## src/rtl/mem_responder_pkg.sv

```systemverilog
// rtl/mem_responder_pkg.sv - shared types and constants for the mem_responder slice
package mem_responder_pkg;

   typedef enum logic [1:0] {
      IDLE   = 2'b00,
      ACCESS = 2'b01,
      DONE   = 2'b10,
      HOLD   = 2'b11
   } state_t;

   localparam logic RW_READ  = 1'b0;
   localparam logic RW_WRITE = 1'b1;

   localparam int CNT_W = 4;

endpackage

```

## src/rtl/mem_responder_array.sv

```systemverilog
// rtl/mem_responder_array.sv - small storage array, sync write, comb read
// Optional clear-on-reset: MEM_RESPONDER_CLEAR_EN
module mem_responder_array #(
   parameter int ADDR_W = 2,
   parameter int DATA_W = 8
) (
   input  logic              clk,
   input  logic              rst,
   input  logic              we,
   input  logic [ADDR_W-1:0] addr,
   input  logic [DATA_W-1:0] wdata,
   output logic [DATA_W-1:0] rdata
);

   logic [DATA_W-1:0] mem [2**ADDR_W];

`ifdef MEM_RESPONDER_CLEAR_EN
   always_ff @(posedge clk) begin
      if (rst) begin
         for (int i = 0; i < 2**ADDR_W; i++) begin
            mem[i] <= '0;
         end
      end else if (we) begin
         mem[addr] <= wdata;
      end
   end
`else
   // Contents survive reset, but a write landing on a reset cycle is dropped.
   always_ff @(posedge clk) begin
      if (we && !rst) begin
         mem[addr] <= wdata;
      end
   end
`endif

   assign rdata = mem[addr];

endmodule

```

## src/rtl/mem_responder.sv

```systemverilog
// rtl/mem_responder.sv - fixed-latency valid/rw responder with done pulse
// Optional array clear on reset: MEM_RESPONDER_CLEAR_EN
module mem_responder
   import mem_responder_pkg::*;
#(
   parameter int ADDR_W      = 2,
   parameter int DATA_W      = 8,
   parameter int WAIT_CYCLES = 2
) (
   input  logic              clk,
   input  logic              rst,
   input  logic              valid,
   input  logic              rw,
   input  logic [ADDR_W-1:0] addr,
   input  logic [DATA_W-1:0] wdata,
   output logic              busy,
   output logic              done,
   output logic [DATA_W-1:0] rdata
);

   if (WAIT_CYCLES < 1 || WAIT_CYCLES > 15) begin : g_bad_wait
      $error("mem_responder: WAIT_CYCLES must be in 1..15");
   end

   state_t              state, state_nxt;
   logic [CNT_W-1:0]    cnt;
   logic                rw_q;
   logic [ADDR_W-1:0]   addr_q;
   logic [DATA_W-1:0]   wdata_q;
   logic [DATA_W-1:0]   rdata_q;
   logic [DATA_W-1:0]   mem_rdata;
   logic                fire;
   logic                mem_we;

   always_ff @(posedge clk) begin
      if (rst) begin
         state   <= IDLE;
         cnt     <= '0;
         rw_q    <= RW_READ;
         addr_q  <= '0;
         wdata_q <= '0;
         rdata_q <= '0;
      end else begin
         state <= state_nxt;
         // Request fields are captured once; later input churn is ignored.
         if (state == IDLE && valid) begin
            rw_q    <= rw;
            addr_q  <= addr;
            wdata_q <= wdata;
            cnt     <= CNT_W'(WAIT_CYCLES - 1);
         end else if (state == ACCESS && cnt != '0) begin
            cnt <= cnt - 1'b1;
         end
         if (fire && rw_q == RW_READ) begin
            rdata_q <= mem_rdata;
         end
      end
   end

   always_comb begin
      state_nxt = state;
      fire      = 1'b0;
      busy      = (state != IDLE);
      done      = (state == DONE);
      case (state)
         IDLE:   if (valid) state_nxt = ACCESS;
         ACCESS: if (cnt == '0) begin
                    fire      = 1'b1;
                    state_nxt = DONE;
                 end
         DONE:   state_nxt = valid ? HOLD : IDLE;
         HOLD:   if (!valid) state_nxt = IDLE;
         default: state_nxt = IDLE;
      endcase
   end

   assign mem_we = fire && (rw_q == RW_WRITE);
   assign rdata  = rdata_q;

   mem_responder_array #(
      .ADDR_W (ADDR_W),
      .DATA_W (DATA_W)
   ) u_array (
      .clk   (clk),
      .rst   (rst),
      .we    (mem_we),
      .addr  (addr_q),
      .wdata (wdata_q),
      .rdata (mem_rdata)
   );

endmodule

```

## config.mk

```make
export PLATFORM = sky130hd
export DESIGN_NAME = mem_responder
export DESIGN_NICKNAME = d
export VERILOG_FILES = /design/src/rtl/mem_responder_pkg.sv /design/src/rtl/mem_responder_array.sv /design/src/rtl/mem_responder.sv
export SDC_FILE = /design/constraint.sdc
export NUM_CORES = 1
export LEC_CHECK = 0
export ABC_AREA = 1
export CORE_ASPECT_RATIO = 1.5
export CORE_MARGIN = 2
export CORE_UTILIZATION = 30
export DETAILED_ROUTE_END_ITERATION = 8
export GPL_TIMING_DRIVEN = 0
export SLEW_MARGIN = 20
export SYNTH_ARGS = -nofsm -noshare
export SYNTH_HDL_FRONTEND = slang
export SYNTH_SLANG_ARGS = --single-unit
```

## constraint.sdc

```tcl
create_clock -name clk -period 2 [get_ports clk]
set_input_delay 0.3 -clock clk [delete_from_list [all_inputs] [get_ports clk]]
set_output_delay 0.3 -clock clk [all_outputs]
set_load 0.01 [all_outputs]
```

==> impl_metrics.csv <==
group,metric,value,unit
sta,min_period_over_period,89.5,%
layout,antenna_cells,0,
synthesis,yosys-top-cells-area,"edfxtp_1 41%, dfxtp_1 21%, nand2_1 16%",
sta,finalClockSkew,5.24,ps
setup_path,path_cells,"inv_1 > ha_1 > nand2_1 > nor2_4 > nand3_4 > nor2_4 > buf_4",
synthesis,syn_avg_cell_area,8.92,um2
route,drtIter0Drc,46,
setup_path,cp-start-kind,"flop",
global_routing,overflow,0,
global_routing,grt_pass1_vias,1745,
synthesis,ys_ff_latch,57,
route,viasPerCell,4.18,
layout,finalNonFillerCells,410,
sta,max_freq,0.559,GHz
setup_path,arrival,1830,ps
place,gp_congestion,0.743,
power_and_ir_drop,ir_drop,0.442,mV
layout,final_cell_mix,"103 x nand2_1, 44 x nor2_1, 32 x edfxtp_1",
global_routing,grtUsageMet3,3.67,%
sta,fin_ws,211,ps
setup_path,crit_slowest_cell,"dfxtp_1",
sta,setup_violations,0,
setup_path,cp.required,2040,ps
run_status,run_status,"finished clean",
flow_run,maxCapViolations,0,
route,first_pass_iters,4,
clock_network,cts_buffers,9,
sta,final-hold-violation-count,0,
global_routing,antenna_found_initial,0,
place,portBuffers,23,
route,drc,0,
global_routing,grt_max_degree,11,
die,rows,39,
clock_network,htreeDepth,3,
setup_path,cp_max_fo,5,
sta,slew_viol_final,0,
power_and_ir_drop,power_density,1030,mW/mm2
clock_network,clk_latency,320,ps
synthesis,yosys_warnings,0,
route,ant_nets,0,
global_routing,track_usage,12.3,%
layout,multi_input_area,817,um2
clock_network,cts_tree,"done",
global_routing,grt.busiest_layer,"met2",
synthesis,syn_area,0.00236,mm2
die,fp.dieW,76.5,um
sta,worst_pin_slew,483,ps
synthesis,netlist.area_leader.share,40.6,%
global_routing,grt_use_met2,22.8,%
die,die_height,113,um
setup_path,cp_num_buf_inv,2,
die,core_area,0.00761,mm2
sta,fin_setup_tns,0,ps
synthesis,seq_area_frac_synth,61.8,%
layout,syn2layout_area_growth,31.4,%
setup_path,cp_common_cell,"nor2_4",
clock_network,cts.sinks,57,
route,vias,1713,
die,dieArea,0.00862,mm2
place,dp.cells,390,
die,io_pins,24,
layout,final_util,40.8,%
hold_path,hold_path_class,"flop to flop",
setup_path,end_kind,"flop",
layout,seq_area,0.00146,mm2
power_and_ir_drop,total_power,3.21,mW
setup_path,path_class,"flop to flop",
power_and_ir_drop,p_leak,1.30,nW
clock_network,max-clock-path-buffers,2,
die,initial_utilization,31.1,%
layout,layout.nets,318,
route,wl,4.75,mm
sta,relSlewSlack,67.8,%
global_routing,grt_util_met1,12.1,%
clock_network,root_buffer,"clkbuf_16",
synthesis,synthDistinctLibCells,21,
sta,period_minus_slack,1790,ps
synthesis,syn_nets,280,
route,wl_per_cell,11.6,um
layout,nFillCells,787,
synthesis,synthCells,265,
place,dp.final_hpwl,3.38,mm
clock_network,path_clk_slew,50,ps
layout,drive_gt1_share,11.4,%
setup_path,slowest_delay,310,ps
setup_path,path_delay_family,"simple AND/OR/NAND/NOR gates",
global_routing,grt_pass1_wl,8.07,mm
layout,final_common_cell,"nand2_1",
synthesis,synth_top_cell_by_area,"edfxtp_1",
place,place_ws,-318,ps
sta,rsz0062_at_grt,"no",
==> flip-flops by register name (all words and copies together), names as in the netlist <==
signal	flops
addr_q	2
cnt	4
rdata	8
rw_q	1
state	2
u_array.mem	32
wdata_q	8
==> final cells by class <==
class | count | share of cell area [%]
sequential | 57 | 47.0
multi-input combinational | 180 | 26.3
timing repair buffer | 27 | 9.18
clock buffer | 12 | 7.61
tap | 102 | 4.11
inverter | 19 | 2.29
buffer | 9 | 2.09
clock inverter | 4 | 1.41
==> synthesized netlist by cell type <==
cell      instances
a21boi_0          1
a21oi_1           5
buf_2             2
buf_4             1
buf_6             2
clkbuf_1          3
clkbuf_8          1
dfxtp_1          25
edfxtp_1         32
ha_1              1
inv_1            16
inv_2             3
nand2_1         103
nand3_1           3
nand3_4           1
nand4_1           1
nand4_4           1
nor2_1           49
nor2_4            2
o21ai_0          12
xor2_1            1
==> final timing paths <==
path	from	endpoint	slack, ps	depth (start not counted)
worst max-delay path	cnt[0]$_SDFFE_PP0P_	u_array.mem[3][6]$_DFFE_PP_	210	7
worst min-delay path	cnt[1]$_SDFFE_PP0P_	cnt[1]$_SDFFE_PP0P_	490	2
worst max register to register	cnt[0]$_SDFFE_PP0P_	u_array.mem[3][6]$_DFFE_PP_	210	7
worst min register to register	cnt[1]$_SDFFE_PP0P_	cnt[1]$_SDFFE_PP0P_	490	2
==> worst register-to-register path, cell delays in order (launching register included) <==
cell and delay, ps:
dfxtp_1 310, inv_1 110, ha_1 260, nand2_1 190, nor2_4 180, nand3_4 150
nor2_4 170, buf_4 140
==> power breakdown <==
group / internal, mW / switching, mW
registers: 1.31 / 0.0465
logic: 0.176 / 0.247
clock network: 0.953 / 0.479
==> timing repair <==
action,in CTS,in global routing
pin swaps,2,1
setup endpoints to repair,32,32
hold buffers,0,0
setup buffers,4,0
gates resized for setup,9,3
==> metal layers <==
metal	share of wire (%)	wire [um]	vias up
li1	-	-	913
met1	40	1920	760
met2	53	2520	30
met3	3.7	177	10
met4	2.7	130	0
met5	0	0	-
==> metrics by stage <==
step           instance area, um2  hold slack, ps
6_report                     3110             485
5_1_grt                      3110             522
4_1_cts                      3090             484
3_5_place_dp                 2720             474
3_3_place_gp                 2720             467
2_1_floorplan                2360             372
==> cell families (layout without fill, tap and decap cells) <==
family	Yosys count	count (layout)	synth area share, %
adder cells (fa/ha/maj)	1	1	0.529
AND/OR/NAND/NOR	160	160	27.6
AO/OA/AOI/OAI	18	18	3.92
flip-flops	57	57	61.8
buffers and inverters	28	71	5.77
XOR/XNOR	1	1	0.370
(Power assumes the default switching activity.)
